**config.mk**
```make
export PLATFORM = sky130hd
export DESIGN_NAME = spi_reg_receiver
export DESIGN_NICKNAME = d
export VERILOG_FILES = /design/src/rtl/spi_reg_receiver.sv
export SDC_FILE = /design/constraint.sdc
export NUM_CORES = 1
export LEC_CHECK = 0
export BUFFER_PORTS_ARGS = -buffer_cell sky130_fd_sc_hd__buf_2
export CORE_MARGIN = 3
export CORE_UTILIZATION = 30
export DETAILED_ROUTE_END_ITERATION = 16
export GPL_TIMING_DRIVEN = 0
export HOLD_SLACK_MARGIN = 0.05
export PLACE_DENSITY = 0.62
export SYNTH_ARGS = -nofsm -noshare
export SYNTH_HDL_FRONTEND = slang
export SYNTH_SLANG_ARGS = --single-unit
```
**constraint.sdc**
```tcl
create_clock -name clk -period 1.9 [get_ports clk]
set_input_delay 0.095 -clock clk [delete_from_list [all_inputs] [get_ports clk]]
set_output_delay 0.095 -clock clk [all_outputs]
set_load 0.05 [all_outputs]
```
**src/rtl/spi_reg_receiver.sv**
```systemverilog
// SPI mode-0 write-command receiver holding five 8-bit PWM control registers.
// Optional readback path on cipo is built when SPI_READBACK_EN is defined.
module spi_reg_receiver #(
  parameter int SYNC_STAGES = 2,
  parameter int MAX_ADDR    = 4
) (
  input  logic       clk,
  input  logic       rst_n,
  input  logic       sclk,
  input  logic       copi,
  input  logic       cs_n,
  output logic       cipo,
  output logic [7:0] reg_0,
  output logic [7:0] reg_1,
  output logic [7:0] reg_2,
  output logic [7:0] reg_3,
  output logic [7:0] reg_4,
  output logic       wr_strobe,
  output logic [6:0] wr_addr
);

  typedef enum logic [1:0] {IDLE, SHIFT, COMMIT} state_t;

  localparam int              NUM_REGS   = 5;
  localparam logic [6:0]      MAX_ADDR_L = 7'(MAX_ADDR);
  localparam logic [6:0]      NUM_REGS_L = 7'(NUM_REGS);
  localparam int              SETTLE     = SYNC_STAGES + 1;
  localparam int              SW         = $clog2(SETTLE + 1);
  localparam logic [SW-1:0]   SETTLE_L   = SW'(SETTLE);

  logic [SYNC_STAGES-1:0] sclk_sync, copi_sync, cs_n_sync;
  logic                   sclk_d, cs_n_d;
  logic                   sclk_s, copi_s, cs_n_s;
  logic                   sclk_rise, cs_fall, cs_rise;
  logic [SW-1:0]          settle_cnt;
  logic                   armed;

  state_t      state, state_next;
  logic        frame_start, shift_en, commit_en, frame_ok;
  logic [15:0] shift_reg;
  logic [4:0]  bit_cnt;
  logic [7:0]  regs [NUM_REGS];

  // NOTE: every clocked process uses non-blocking assignments so all flops
  // update together and simulation order cannot change the result.
  always_ff @(posedge clk or negedge rst_n) begin
    if (!rst_n) begin
      sclk_sync <= '0;
      copi_sync <= '0;
      cs_n_sync <= '1;
      sclk_d    <= 1'b0;
      cs_n_d    <= 1'b1;
    end else begin
      sclk_sync <= {sclk_sync[SYNC_STAGES-2:0], sclk};
      copi_sync <= {copi_sync[SYNC_STAGES-2:0], copi};
      cs_n_sync <= {cs_n_sync[SYNC_STAGES-2:0], cs_n};
      sclk_d    <= sclk_s;
      cs_n_d    <= cs_n_s;
    end
  end

  assign sclk_s    = sclk_sync[SYNC_STAGES-1];
  assign copi_s    = copi_sync[SYNC_STAGES-1];
  assign cs_n_s    = cs_n_sync[SYNC_STAGES-1];
  assign sclk_rise = sclk_s & ~sclk_d;
  assign cs_rise   = cs_n_s & ~cs_n_d;
  assign cs_fall   = ~cs_n_s & cs_n_d & armed;

  // The synchronizer resets to cs_n=1, so a pin held low at reset release would
  // look like a falling edge. Frames are only accepted once the chain has
  // flushed and a genuine high level on cs_n has been seen.
  always_ff @(posedge clk or negedge rst_n) begin
    if (!rst_n) begin
      settle_cnt <= '0;
      armed      <= 1'b0;
    end else begin
      if (settle_cnt != SETTLE_L) settle_cnt <= settle_cnt + 1'b1;
      else if (cs_n_s)            armed      <= 1'b1;
    end
  end

  always_ff @(posedge clk or negedge rst_n) begin
    if (!rst_n) state <= IDLE;
    else        state <= state_next;
  end

  assign frame_ok = (bit_cnt == 5'd16) && shift_reg[15] &&
                    (shift_reg[14:8] <= MAX_ADDR_L) && (shift_reg[14:8] < NUM_REGS_L);

  // NOTE: every output of this block gets a default before the case so no
  // path leaves one unassigned and no latch is inferred.
  always_comb begin
    state_next  = state;
    frame_start = 1'b0;
    shift_en    = 1'b0;
    commit_en   = 1'b0;
    unique case (state)
      IDLE: if (cs_fall) begin
        frame_start = 1'b1;
        state_next  = SHIFT;
      end
      SHIFT: begin
        // A cs_n rise wins over an sclk rise seen in the same cycle.
        if (cs_rise) begin
          commit_en  = frame_ok;
          state_next = COMMIT;
        end else if (sclk_rise && bit_cnt != 5'd16) begin
          shift_en = 1'b1;
        end
      end
      COMMIT:  state_next = IDLE;
      default: state_next = IDLE;
    endcase
  end

  // NOTE: the register file is reset because its contents drive the PWM
  // peripheral directly; a bulk memory without that need would not be.
  always_ff @(posedge clk or negedge rst_n) begin
    if (!rst_n) begin
      shift_reg <= '0;
      bit_cnt   <= '0;
      wr_strobe <= 1'b0;
      wr_addr   <= '0;
      for (int i = 0; i < NUM_REGS; i++) regs[i] <= '0;
    end else begin
      wr_strobe <= commit_en;
      if (frame_start) begin
        shift_reg <= '0;
        bit_cnt   <= '0;
      end else if (shift_en) begin
        shift_reg <= {shift_reg[14:0], copi_s};
        bit_cnt   <= bit_cnt + 5'd1;
      end
      if (commit_en) begin
        regs[shift_reg[10:8]] <= shift_reg[7:0];
        wr_addr               <= shift_reg[14:8];
      end
    end
  end

  assign reg_0 = regs[0];
  assign reg_1 = regs[1];
  assign reg_2 = regs[2];
  assign reg_3 = regs[3];
  assign reg_4 = regs[4];

`ifdef SPI_READBACK_EN
  logic       sclk_fall, rd_en;
  logic [7:0] rd_shift;
  logic [6:0] rd_addr;

  assign sclk_fall = ~sclk_s & sclk_d;
  // Address as it will stand once the 8th bit lands this cycle.
  assign rd_addr   = {shift_reg[5:0], copi_s};

  // The MSB is presented at the 8th rising edge; shifting starts on the fall
  // after the 9th rise so the master sees bit 8 on its 9th sample.
  always_ff @(posedge clk or negedge rst_n) begin
    if (!rst_n) begin
      rd_en    <= 1'b0;
      rd_shift <= '0;
    end else if (frame_start) begin
      rd_en    <= 1'b0;
      rd_shift <= '0;
    end else if (shift_en && bit_cnt == 5'd7 && !shift_reg[6]) begin
      rd_en    <= 1'b1;
      rd_shift <= (rd_addr <= MAX_ADDR_L && rd_addr < NUM_REGS_L) ? regs[rd_addr[2:0]] : 8'h00;
    end else if (state == SHIFT && rd_en && sclk_fall &&
                 bit_cnt >= 5'd9 && bit_cnt <= 5'd15) begin
      rd_shift <= {rd_shift[6:0], 1'b0};
    end
  end

  assign cipo = (state == SHIFT) && rd_en && rd_shift[7];
`else
  assign cipo = 1'b0;
`endif

endmodule
```
Word level (Yosys, flattened, before mapping)
Index checks and enable logic that the tools add are counted.
W data, S select, Z words.

word-level totals
  register bits after elaboration = 82
  bits in latches = 0
  bits in writable memories = 0
  memory bits (read-only) = 0
  logic and storage cells = 64
  memories = 0

cells by class
  add/subtract/negate cells = 2
  $mul = 0
  divide/modulo/power cells = 0
  order comparisons = 4
  equality and inequality tests = 6
  shifts and indexed selects = 0
  mux-type cells = 17
  bitwise operators = 9
  reductions and logical operators = 9

operators with widths
  kind                   count
  $bwmux W40             1
  $mux W16               2
  $demux W8 S3           1
  $mux W5                2
  $mux W8                1
  $le A7 B3 Y1 const B   1
  $lt A7 B3 Y1 const B   1
  $mux W1                7
  $ne A2 B2 Y1 const B   3
  $add A5 B1 Y5 const B  1
  $eq A5 B5 Y1 const B   1
  $logic_and A1 B1 Y1    5
  $ne A5 B5 Y1 const B   1
  $and A1 B1 Y1          4
  $ge A4 B4 Y1 const B   1
  $lt A4 B1 Y1 const B   1
  $mux W2                2
  $not A1 Y1             4
  $not A3 Y4             1
  $pmux W2 S2            1
  $reduce_and A2 Y1      2
  $add A2 B1 Y2 const B  1
  $eq A2 B1 Y1 const B   1
  $logic_not A2 Y1       1
  $reduce_bool A2 Y1     1

Longest topological paths before layout
Gate-level depths: netlist (run 1).

  depth in word-level cells = 8
  gate-level depth with buffers = 7
  gate-level depth less buffers = 6

Least setup slack after synthesis (run 1)
OpenSTA, ideal clock, no wires.

  path type = register to register
  start = reg bit_cnt[0]
  end = reg regs (netlist bit reg_4[0])
  setup time = 125 ps
  arrival time = 1956 ps
  required time = 1775 ps
  path slack = -180 ps
  stages on the path, launching flop included = 7
  path buffers = 0
  path through = dfrtp_1 -> inv_1 -> ha_1 -> and4bb_2 -> nand4_2 -> nor4b_4 -> mux2_2

between the ends
  word-level cells in the longest chain between the ends = 6

RTL lines
  what                              line  RTL
  start, declared                   41    logic [4:0] bit_cnt;
  start signal, assigned            132   bit_cnt <= bit_cnt + 5'd1;
  $eq A5 B5 Y1                      87    assign frame_ok = (bit_cnt == 5'd16) && shift_reg[15] &&
  $logic_and A1 B1 Y1 (2 in a row)  87
  $logic_and A1 B1 Y1               88    (shift_reg[14:8] <= MAX_ADDR_L) && (shift_reg[14:8] < NUM_REGS_L);
  $mux W1                           104   if (cs_rise) begin
  $mux W1                           97    unique case (state)
  end signal, assigned by index     135   regs[shift_reg[10:8]] <= shift_reg[7:0];
  end, declared                     42    logic [7:0] regs [NUM_REGS];

No other way between the ends.
A chain may end at the register's enable or synchronous reset.

Final worst setup path (run 1)
  start = reg bit_cnt[0]
  end = reg regs (netlist bit reg_0[5])

The elaborated chain is that of the path after synthesis.

==> metrics.md, run 1 <==
| Metric | Value |
|---|---|
| Placer Congestion | `slightly below 0.8` |
| Static leakage | `about 2.2 nW` |
| Nets | `about 310` |
| Total Neg Setup Slack | `-2.01 ns` |
| H-tree lvl count | `3` |
| Initial antenna violation count | `0` |
| Synth Area in Simple Gates | `0.110` |
| Syn avg cell area | `between 10 and 15 um2` |
| Min cycle time layout | `2.04 ns` |
| CP required | `~2.1 ns` |
| Number of CTS-inserted buffers | `9` |
| Vias per cell | `4.49` |
| CTS tree | `done` |
| Die X | `~110 um` |
| DR vias | `between 1500 and 2000` |
| XOR/XNOR Fraction of Synth Area | `0.00810` |
| Final setup margin | `-0.140 ns` |
| Multiplexer share of the synthesized area | `0.202` |
| Max reg flops | `16` |
| WL per Instance | `14.9 um` |
| Critical path class | `register to register` |
| Cell taking the most area after synthesis | `dfrtp_1` |
| Share of the synthesized area in the top cell type | `0.610` |
| Die ar. | `12100 um2` |
| WP buf/inv | `3` |
| Synthesized area | `3240 um2` |
| Mapped Cells | `224` |
| Final hold slack | `~0.12 ns` |
| # clock sinks | `slightly above 80` |
| Clock slew at reported path FFs | `around 0.08 ns` |
| Clk Latency, worst-skew pair | `~0.35 ns` |
| Net Count, Synth | `232` |
| Area contributors post-synth | `dfrtp_1 61%, mux2_2 15%, mux2i_1 5.2%` |
| Largest net degree at the start of global routing | `74` |
| Worst-margin pin slew | `around 0.56 ns` |
| Synth warn | `0` |
| Final setup viols | `18` |
| FF/Latch Area | `roughly 2100 um2` |
| Period utilisation layout | `1.07` |
| Global-route track usage on met3 | `0.0408` |
| GR peak layer | `met2` |
| CP Capture Type | `register` |
| Run status | `finished, violations left` |
| Total gr overflow | `0` |
| F_max | `between 400 and 500 MHz` |
| I/O pin count | `between 50 and 60` |
| Largest family of logic cells by synthesized area | `multiplexers` |
| Row count | `37` |
| Slew Viols, Final | `0` |
| Post-synth EDFFs | `0` |
| Layout Cells excl Fill | `440` |
| Failing checks | `setup timing` |
| Critical path, cell by cell | `inv_2, ha_4, and4bb_2, nand4_4, buf_4, nor4_4, buf_12, mux2_4` |
| IO Port Bufs | `52` |
| Top Family by Delay on Critical Path | `simple AND/OR/NAND/NOR gates` |
| Dpl cells | `approximately 410` |
| Complex-gate fraction of the synthesized area | `0.0166` |
| Clk_skew | `0.00845 ns` |
| Hold WC Path Type | `input pin to asynchronous set/reset pin` |
| GRT Total Usage | `0.117` |
| Max_cap viols | `0` |
| DRT Pass-1 Iters | `3` |
| Fillers | `a little over 1000` |
| Final hold violation count | `0` |
| Post-Route WL | `roughly 6600 um` |
| N_diodes | `0` |
| Root Driver | `clkbuf_8` |
| Synth cell types | `36` |
| Hpwl dp | `4100 um` |
| Dpl ws | `-0.532 ns` |
| Vias in the first global route | `2015` |
| Starting DRC count in detailed routing | `80` |
| CP max stage delay | `about 0.40 ns` |
| Core area | `between 10000 and 15000 um2` |
| Pwr Density | `~800 nW/um2` |
| Layout cells sized above 1 | `0.461` |
| Post-Synth Adder-Cell Area | `0.0116` |
| Multi-input logic area | `1280 um2` |
| Post-route DRC | `0` |
| Worst VDD drop | `315 uV` |
| Async set-reset flop share out of synthesis | `1.00` |
| Clock buffer depth | `2` |
| Power Total | `~0.0034 W` |
| CP arrival | `2.28 ns` |
| Die extent in y | `110 um` |
| Worst rel slew slack | `0.628` |
| CP Launch Type | `register` |
| #FFs+latches synth | `82` |
| Slowest cell on crit path | `dfrtp_1` |
| Ys flop type | `dfrtp_1` |
| First-pass GRT wire length | `between 10000 and 15000 um` |
| RSZ-0062 raised after global routing | `true` |
| Sequential cell area fraction in the yosys report | `0.634` |
| Area delta synth->final | `29.7%` |
| Initial Util | `0.311` |
| Routed Antenna Nets | `0` |
| Met1 Use GR | `0.159` |
| Met2 GRT Util | `0.169` |
| Worst Path Max Fanout | `8` |
## worst paths after layout
| path | start | to | slack, ns | cells after the start |
|---|---|---|---|---|
| worst max-delay path | bit_cnt[0] | reg_0[5] | -0.14 | 8 |
| worst min-delay path | rst_n | settle_cnt[0] | 0.12 | 2 |
| worst min register to register | copi_sync[0] | copi_sync[1] | 0.35 | 0 |
| worst max register to register | bit_cnt[0] | reg_0[5] | -0.14 | 8 |
| max in group asynchronous | rst_n | cs_n_d | 1.20 | 3 |
| min in group clk | copi_sync[0] | copi_sync[1] | 0.35 | 0 |
## cell families after synthesis
kind of cell    after synthesis
simple gates                 53
compound gates                9
other cells                   1
xor+xnor                      3
buf+inv                      13
flops                        82
mux                          60
fa+ha+maj                     3
## where the power goes
| part | switching [W] | internal, W | leakage, nW |
|---|---|---|---|
| Sequential | 0.0000471 | 0.00179 | 1.10 |
| Clock | 0.000626 | 0.000650 | 0.0962 |
| Combinational | 0.000137 | 0.000129 | 1.02 |
## metal layers
metal | wire [um] | part of all wire
met2 | 2990 | 0.46
met5 | 0 | 0
met1 | 3110 | 0.47
met3 | 352 | 0.054
met4 | 97 | 0.015
## synth_stat cells, types with 2 or more instances
cell      number
mux2_2        43
dfrtp_1       79
nor2b_1        4
or2b_1         2
and4bb_2       3
xnor2_1        2
o21ai_0        4
buf_2          2
a21oi_1        2
ha_1           3
nand4_1        4
nor4_4         2
inv_1          4
clkbuf_1       6
mux2i_1       17
nor2_1        24
and2_1         2
dfstp_2        3
## per-stage QoR
step / utilization / area, um2
global placement: 0.354 / 3680
detailed placement: 0.356 / 3710
floorplan: - / 3250
global route: 0.404 / 4210
CTS: 0.399 / 4160
finish: 0.404 / 4210
## final cells by class
cell class,count,share of cell area
multi-input combinational,129,0.305
inverter,4,0.00357
buffer,7,0.00922
clock inverter,5,0.0149
tap,136,0.0405
clock buffer,11,0.0336
timing repair buffer,66,0.104
sequential,82,0.489
## placed cells by master (no fill, tap or decap), types with 2 or more instances in the layout
cell type / Yosys / routed
dfrtp_1: 79 / 79
buf_2: 2 / 52
mux2_4: 0 / 32
nor2_1: 24 / 23
mux2i_1: 17 / 17
mux2_2: 43 / 11
clkbuf_8: 0 / 10
buf_4: 1 / 9
nand4_1: 4 / 4
clkbuf_1: 6 / 4
o21ai_0: 4 / 4
nor2b_1: 4 / 4
dlygate4sd3_1: 0 / 4
and4bb_2: 3 / 3
dfstp_2: 3 / 3
buf_12: 0 / 3
inv_2: 0 / 2
or2b_1: 2 / 2
and2_1: 2 / 2
inv_1: 4 / 2
a21oi_1: 2 / 2
xnor2_1: 2 / 2
nor4_4: 2 / 2
ha_1: 3 / 2
clkinvlp_4: 0 / 2
## repair_timing
item	4_1_cts	5_1_grt
buffers inserted	7	2
setup endpoints to repair	52	62
hold buffers	4	0
pin swaps	6	4
gates resized for setup	33	14
hold endpoints to repair	82	0
cloned	0	0
Power figures use the tool's default switching activity.
==> inputs of run 2 (changes only) <==
Settings changed: CORE_MARGIN 3 to 5, PLACE_DENSITY 0.62 to 0.6, SLEW_MARGIN from default to 10.
Clock period 1.9 ns to 2.19 ns, I/O delays scaled along.
==> run 2 against run 1 <==
The run now ends clean. Sequential power is 14% lower. Sequential cell count stayed put. Utilization is 2.0 points lower. Worst hold slack better by 0.092 ns. Critical path depth is 1 lower. Cell count stayed put. Wire length is 2.4% lower. Die area is 7.4% higher. Fmax is 3.7% lower. Worst setup slack better by 0.21 ns. Clock power is 14% higher. Register-to-register slack better by 0.21 ns. Critical path type unchanged. Largest power group unchanged.
==> metrics.md, run 2 (synthesis gave the netlist of run 1 again) <==
| Metric | Value |
|---|---|
| Run status | `completed (was finished, violations left)` |
| Global-route track usage on met3 | `0.0318 (was 0.0408)` |
| Critical path class | `register to register (unchanged)` |
| Clk Latency, worst-skew pair | `0.35 ns (about the same)` |
| Max reg flops | `16 (unchanged)` |
| CP arrival | `2.35 ns (was 2.28 ns)` |
| Row count | `38 (was 37)` |
| Nets | `303 (was 307)` |
| Switching Fraction | `0.212 (was 0.240)` |
| Largest net degree at the start of global routing | `58 (was 74)` |
| GRT Total Usage | `0.108 (was 0.117)` |
| Power Internal | `0.00253 W (was 0.00257 W)` |
| Root Driver | `clkbuf_8 (unchanged)` |
| FF-to-FF path depth | `7 (was 8)` |
| WP buf/inv | `2 (was 3)` |
| DR vias | `1944 (was 1976)` |
| Worst-margin pin slew | `0.551 ns (was 0.558 ns)` |
| Number of CTS-inserted buffers | `9 (unchanged)` |
| Starting DRC count in detailed routing | `70 (was 80)` |
| GR peak layer | `met2 (unchanged)` |
| Power Total | `0.00321 W (was 0.00338 W)` |
| R2r setup slk | `0.07 ns (was -0.14 ns)` |
| Layout Cells excl Fill | `440 (unchanged)` |
| Sequential Power Share | `0.496 (was 0.544)` |
| Total Neg Setup Slack | `0 ns (was -2.01 ns)` |
| Clk_skew | `0.0132 ns (was 0.00845 ns)` |
| Critical path, cell by cell | `inv_1, ha_1, and4bb_2, nand4_4, nor4b_4, buf_12, mux2_2 (was inv_2, ha_4, and4bb_2, nand4_4, buf_4, nor4_4, buf_12, mux2_4)` |
| Final hold violation count | `0 (unchanged)` |
| Die extent in y | `114 um (was 110 um)` |
| Hold WC Path Type | `input pin to asynchronous set/reset pin (unchanged)` |
| Hpwl dp | `4260 um (was 4100 um)` |
| Final setup viols | `0 (was 18)` |
| Commonest cells after routing, fill and taps aside | `79 x dfrtp_1, 53 x buf_2, 43 x mux2_2 (was 79 x dfrtp_1, 52 x buf_2, 32 x mux2_4)` |
| Clock buffer depth | `2 (unchanged)` |
| CTS tree | `done (unchanged)` |
| Clock slew at reported path FFs | `0.09 ns (was 0.08 ns)` |
| DRT Pass-1 Iters | `4 (was 3)` |
| N_diodes | `0 (unchanged)` |
| Crit path to | `reg_4[6] (was reg_0[5])` |
| Slew Viols, Final | `0 (unchanged)` |
| Placer Congestion | `0.694 (was 0.776)` |
| Fillers | `1054 (was 1013)` |
| Stages on the worst setup path | `7 (was 8)` |
| Met1 Use GR | `0.143 (was 0.159)` |
| WL per Instance | `14.5 um (was 14.9 um)` |
| Clock network fraction of total power | `0.454 (was 0.378)` |
| Comb power frac | `0.049 (was 0.079)` |
| CP Launch Type | `register (unchanged)` |
| Worst VDD drop | `407 uV (was 315 uV)` |
| Commonest non-fill, non-tap cell in the layout | `dfrtp_1 (unchanged)` |
| Worst rel slew slack | `0.633 (was 0.628)` |
| Area delta synth->final | `26.6% (was 29.7%)` |
| Top Family by Delay on Critical Path | `simple AND/OR/NAND/NOR gates (unchanged)` |
| Die ar. | `13000 um2 (was 12100 um2)` |
| RR Startpoint | `bit_cnt[0] (unchanged)` |
| Period utilisation layout | `0.967 (was 1.07)` |
| Dpl cells | `417 (was 413)` |
| Initial Util | `0.303 (was 0.311)` |
| Vias in the first global route | `2040 (was 2015)` |
| F_max | `472 MHz (was 490 MHz)` |
| Static leakage | `2.20 nW (was 2.22 nW)` |
| Worst Path Max Fanout | `9 (was 8)` |
| # clock sinks | `82 (unchanged)` |
| Max_cap viols | `0 (unchanged)` |
| Dpl ws | `-0.334 ns (was -0.532 ns)` |
| First-pass GRT wire length | `10800 um (was 10600 um)` |
| Core area | `10700 um2 (was 10400 um2)` |
| IO Port Bufs | `52 (unchanged)` |
| Total gr overflow | `0 (unchanged)` |
| Routed Antenna Nets | `0 (unchanged)` |
| Final setup margin | `0.0712 ns (was -0.140 ns)` |
| Pwr Density | `781 nW/um2 (was 803 nW/um2)` |
| Met2 GRT Util | `0.165 (was 0.169)` |
| Min cycle time layout | `2.12 ns (was 2.04 ns)` |
| R2R Path End | `reg_4[6] (was reg_0[5])` |
| RSZ-0062 raised after global routing | `false (was true)` |
| Vias per cell | `4.42 (was 4.49)` |
| Layout cells sized above 1 | `0.443 (was 0.461)` |
| I/O pin count | `54 (unchanged)` |
| Psw | `0.000680 W (was 0.000811 W)` |
| Slowest cell on crit path | `dfrtp_1 (unchanged)` |
| CP max stage delay | `0.40 ns (about the same)` |
| CP required | `2.42 ns (was 2.14 ns)` |
| Layout Utilization | `0.384 (was 0.404)` |
| Post-route DRC | `0 (unchanged)` |
| Post-Route WL | `6390 um (was 6550 um)` |
| CP Capture Type | `register (unchanged)` |
| Die X | `114 um (was 110 um)` |
| Initial antenna violation count | `0 (unchanged)` |
| H-tree lvl count | `3 (unchanged)` |
| Critical path launch point | `bit_cnt[0] (unchanged)` |
## run 2: cell count changes in the layout (fill, tap and decap cells not counted), sizes merged
cell      before  now
buf           66   60
clkinvlp       2    0
clkbuf        14   15
inv            5    4
bufinv         1    4
clkinv         1    2
## run 2: how the worst min path moves through the flow
stage / end
3_5_place_dp: sclk_sync[0]
4_1_cts: wr_strobe
5_1_grt: sclk_sync[1]
3_3_place_gp: cs_n_sync[0]
6_report: wr_strobe
2_1_floorplan: armed
## run 2: stage by stage
step                hold WS, ns  instance area (um2)
CTS                       0.207                 4100
global placement          0.219                 3680
global route              0.222                 4110
finish                    0.210                 4110
detailed placement       0.0593                 3710
floorplan                -0.186                 3240
## run 2: timing repair
action / in CTS / in global routing
pin swaps: 3 / 4
setup buffers: 3 / 1
resized for setup: 2 / 3
hold buffers: 4 / 0
cloned: 0 / 0
setup endpoints to repair: 33 / 49
endpoints found under the hold margin: 28 / 0
## run 2: cell type report
cell class	count	area (um2)	share of cell area
inverter	4	15.0	0.00366
timing repair buffer	61	398	0.0969
buffer	8	37.5	0.00914
clock buffer	10	138	0.0335
multi-input combinational	129	1150	0.280
sequential	82	2060	0.501
clock inverter	6	138	0.0335
tap	140	175	0.0427
## run 2: layer usage
metal	vias to the layer above	wire, um
met5	-	0
met3	8	290
met1	978	3040
met4	0	91
met2	37	2970
li1	921	-
## run 2: power by group through the flow
stage / combinational (W) / sequential (W) / clock [W]
after floorplan: 0.0000952 / 0.00161 / 0
after global placement: 0.000145 / 0.00162 / 0
after CTS: 0.000164 / 0.00159 / 0.00150
final: 0.000158 / 0.00159 / 0.00146
after global routing: 0.000184 / 0.00160 / 0.00157
after detailed placement: 0.000157 / 0.00162 / 0
==> inputs of run 3 (changes only) <==
Clock period 2.19 ns to 2.64 ns, I/O delays scaled along.
==> run 3 against run 2 <==
First-iteration DRC count up 7.1%. Global-route usage down 0.079 points. Non-clock buffer count down 2. Sequential cell count unchanged. Register-to-register slack better by 0.15 ns. Utilization down 0.57 points. Clock skew down 0.0014 ns. Worst setup slack better by 0.15 ns. Power down 17%. Largest cell class unchanged. Clock power down 17%.
==> metrics.md, run 3 (synthesis gave the netlist of run 1 again) <==
| Metric | Value |
|---|---|
| Met2 GRT Util | `0.166 (was 0.165)` |
| Worst Path Max Fanout | `8 (was 9)` |
| Hold WC Path Type | `input pin to asynchronous set/reset pin (unchanged)` |
| Clk_skew | `0.0119 ns (was 0.0132 ns)` |
| H-tree lvl count | `3 (unchanged)` |
| CTS tree | `done (unchanged)` |
| Met1 Use GR | `0.140 (was 0.143)` |
| Routed Antenna Nets | `0 (unchanged)` |
| GR peak layer | `met2 (unchanged)` |
| Critical path, cell by cell | `clkbuf_1, nor4b_1, nand4_1, nor2_1, mux2_2 (was inv_1, ha_1, and4bb_2, nand4_4, nor4b_4, buf_12, mux2_2)` |
| Vias in the first global route | `2018 (was 2040)` |
| Largest net degree at the start of global routing | `58 (unchanged)` |
| Clock buffer depth | `2 (unchanged)` |
| Worst rel slew slack | `0.320 (was 0.633)` |
| WL per Instance | `14.5 um (about the same)` |
| Core area | `10700 um2 (unchanged)` |
| Total gr overflow | `0 (unchanged)` |
| RSZ-0062 raised after global routing | `false (unchanged)` |
| Commonest non-fill, non-tap cell in the layout | `dfrtp_1 (unchanged)` |
| Die X | `114 um (unchanged)` |
| Worst VDD drop | `337 uV (was 407 uV)` |
| Max_cap viols | `0 (unchanged)` |
| Layout Utilization | `0.378 (was 0.384)` |
| Worst-margin pin slew | `1.02 ns (was 0.551 ns)` |
| # clock sinks | `82 (unchanged)` |
| GRT Total Usage | `0.107 (was 0.108)` |
| Top Family by Delay on Critical Path | `simple AND/OR/NAND/NOR gates (unchanged)` |
| Layout cells sized above 1 | `0.430 (was 0.443)` |
| Final hold violation count | `0 (unchanged)` |
| F_max | `413 MHz (was 472 MHz)` |
| CP max stage delay | `0.79 ns (was 0.40 ns)` |
| Post-Route WL | `6360 um (was 6390 um)` |
| N_diodes | `0 (unchanged)` |
| Final setup viols | `0 (unchanged)` |
| Clock slew at reported path FFs | `0.09 ns (about the same)` |
| Initial Util | `0.303 (unchanged)` |
| Min cycle time layout | `2.42 ns (was 2.12 ns)` |
| Slew Viols, Final | `0 (unchanged)` |
| Die extent in y | `114 um (unchanged)` |
| CP required | `2.87 ns (was 2.42 ns)` |
| DRT Pass-1 Iters | `4 (unchanged)` |
| CP Capture Type | `register (unchanged)` |
| Dpl ws | `0.116 ns (was -0.334 ns)` |
| Clk Latency, worst-skew pair | `0.35 ns (about the same)` |
| I/O pin count | `54 (unchanged)` |
| Slowest cell on crit path | `nor2_1 (was dfrtp_1)` |
| CP arrival | `2.65 ns (was 2.35 ns)` |
| Vias per cell | `4.41 (was 4.42)` |
| Die ar. | `13000 um2 (unchanged)` |
| CP Launch Type | `register (unchanged)` |
| Commonest cells after routing, fill and taps aside | `79 x dfrtp_1, 53 x buf_2, 43 x mux2_2 (unchanged)` |
| Pwr Density | `658 nW/um2 (was 781 nW/um2)` |
| Final setup margin | `0.220 ns (was 0.0712 ns)` |
| Initial antenna violation count | `0 (unchanged)` |
| Area delta synth->final | `24.7% (was 26.6%)` |
| Number of CTS-inserted buffers | `9 (unchanged)` |
| R2r setup slk | `0.22 ns (was 0.07 ns)` |
| Fillers | `1059 (was 1054)` |
| Placer Congestion | `0.694 (unchanged)` |
| Global-route track usage on met3 | `0.0318 (unchanged)` |
| IO Port Bufs | `52 (unchanged)` |
| DR vias | `1930 (was 1944)` |
| WP buf/inv | `1 (was 2)` |
| Run status | `completed (unchanged)` |
| Starting DRC count in detailed routing | `75 (was 70)` |
| Hpwl dp | `4260 um (unchanged)` |
| Max reg flops | `16 (unchanged)` |
| Critical path class | `register to register (unchanged)` |
| Period utilisation layout | `0.917 (was 0.967)` |
| Nets | `301 (was 303)` |
| First-pass GRT wire length | `10700 um (was 10800 um)` |
| Row count | `38 (unchanged)` |
| CTS resizes | `0 (was 2)` |
| Post-route DRC | `0 (unchanged)` |
| Total Neg Setup Slack | `0 ns (unchanged)` |
| Root Driver | `clkbuf_8 (unchanged)` |
| Static leakage | `2.17 nW (was 2.20 nW)` |
run 3: final timing paths:
kind | startpoint | end | cells past startpoint
min | rst_n | wr_strobe | 2
max in group asynchronous | rst_n | cs_n_sync[0] | 3
min in group clk | cs_n_sync[0] | cs_n_sync[1] | 0
min reg2reg | cs_n_sync[0] | cs_n_sync[1] | 0
max reg2reg | shift_reg[10] | reg_2[7] | 5
max | shift_reg[10] | reg_2[7] | 5
run 3: through the flow:
| stage | hold WS, ns | power, W | cells | cell area, um2 |
|---|---|---|---|---|
| after global routing | 0.244 | 0.00278 | 438 | 4040 |
| after floorplan | -0.164 | 0.00141 | 224 | 3240 |
| after detailed placement | 0.0818 | 0.00148 | 417 | 3710 |
| after CTS | 0.230 | 0.00270 | 437 | 4020 |
| final | 0.235 | 0.00266 | 438 | 4040 |
| after global placement | 0.242 | 0.00146 | 416 | 3680 |
run 3: cell type report:
| class | instances | area (um2) | share of cell area |
|---|---|---|---|
| tap | 140 | 175 | 0.0433 |
| clock buffer | 10 | 138 | 0.0340 |
| timing repair buffer | 58 | 350 | 0.0866 |
| buffer | 9 | 40.0 | 0.00990 |
| clock inverter | 6 | 138 | 0.0340 |
| sequential | 82 | 2060 | 0.508 |
| inverter | 4 | 15.0 | 0.00371 |
| multi-input combinational | 129 | 1130 | 0.280 |
run 3: worst reg2reg max path, delay by kind of cell, from the launching register on:
family / cells / cell delay [ns]
buf+inv: 1 / 0.23
flops: 1 / 0.37
mux: 1 / 0.42
simple gates: 3 / 1.28
run 3: per-layer routing:
metal  wire length (um)  part of all wire
met5                  0                 0
met1               3050              0.48
met3                300             0.047
met2               2920              0.46
met4                 92             0.014
run 3: timing repair:
item	CTS	global route
setup endpoints to repair	0	7
buffers inserted	0	1
hold buffers	4	0
hold endpoints to repair	28	0
run 3: report_power, final:
part | total (W) | switching (W) | internal [W] | leakage (nW)
clock | 0.00121 | 0.000457 | 0.000753 | 0.137
combinational | 0.000131 | 0.0000774 | 0.0000538 | 0.928
sequential | 0.00132 | 0.0000319 | 0.00129 | 1.10
total | 0.00266 | 0.000566 | 0.00209 | 2.17
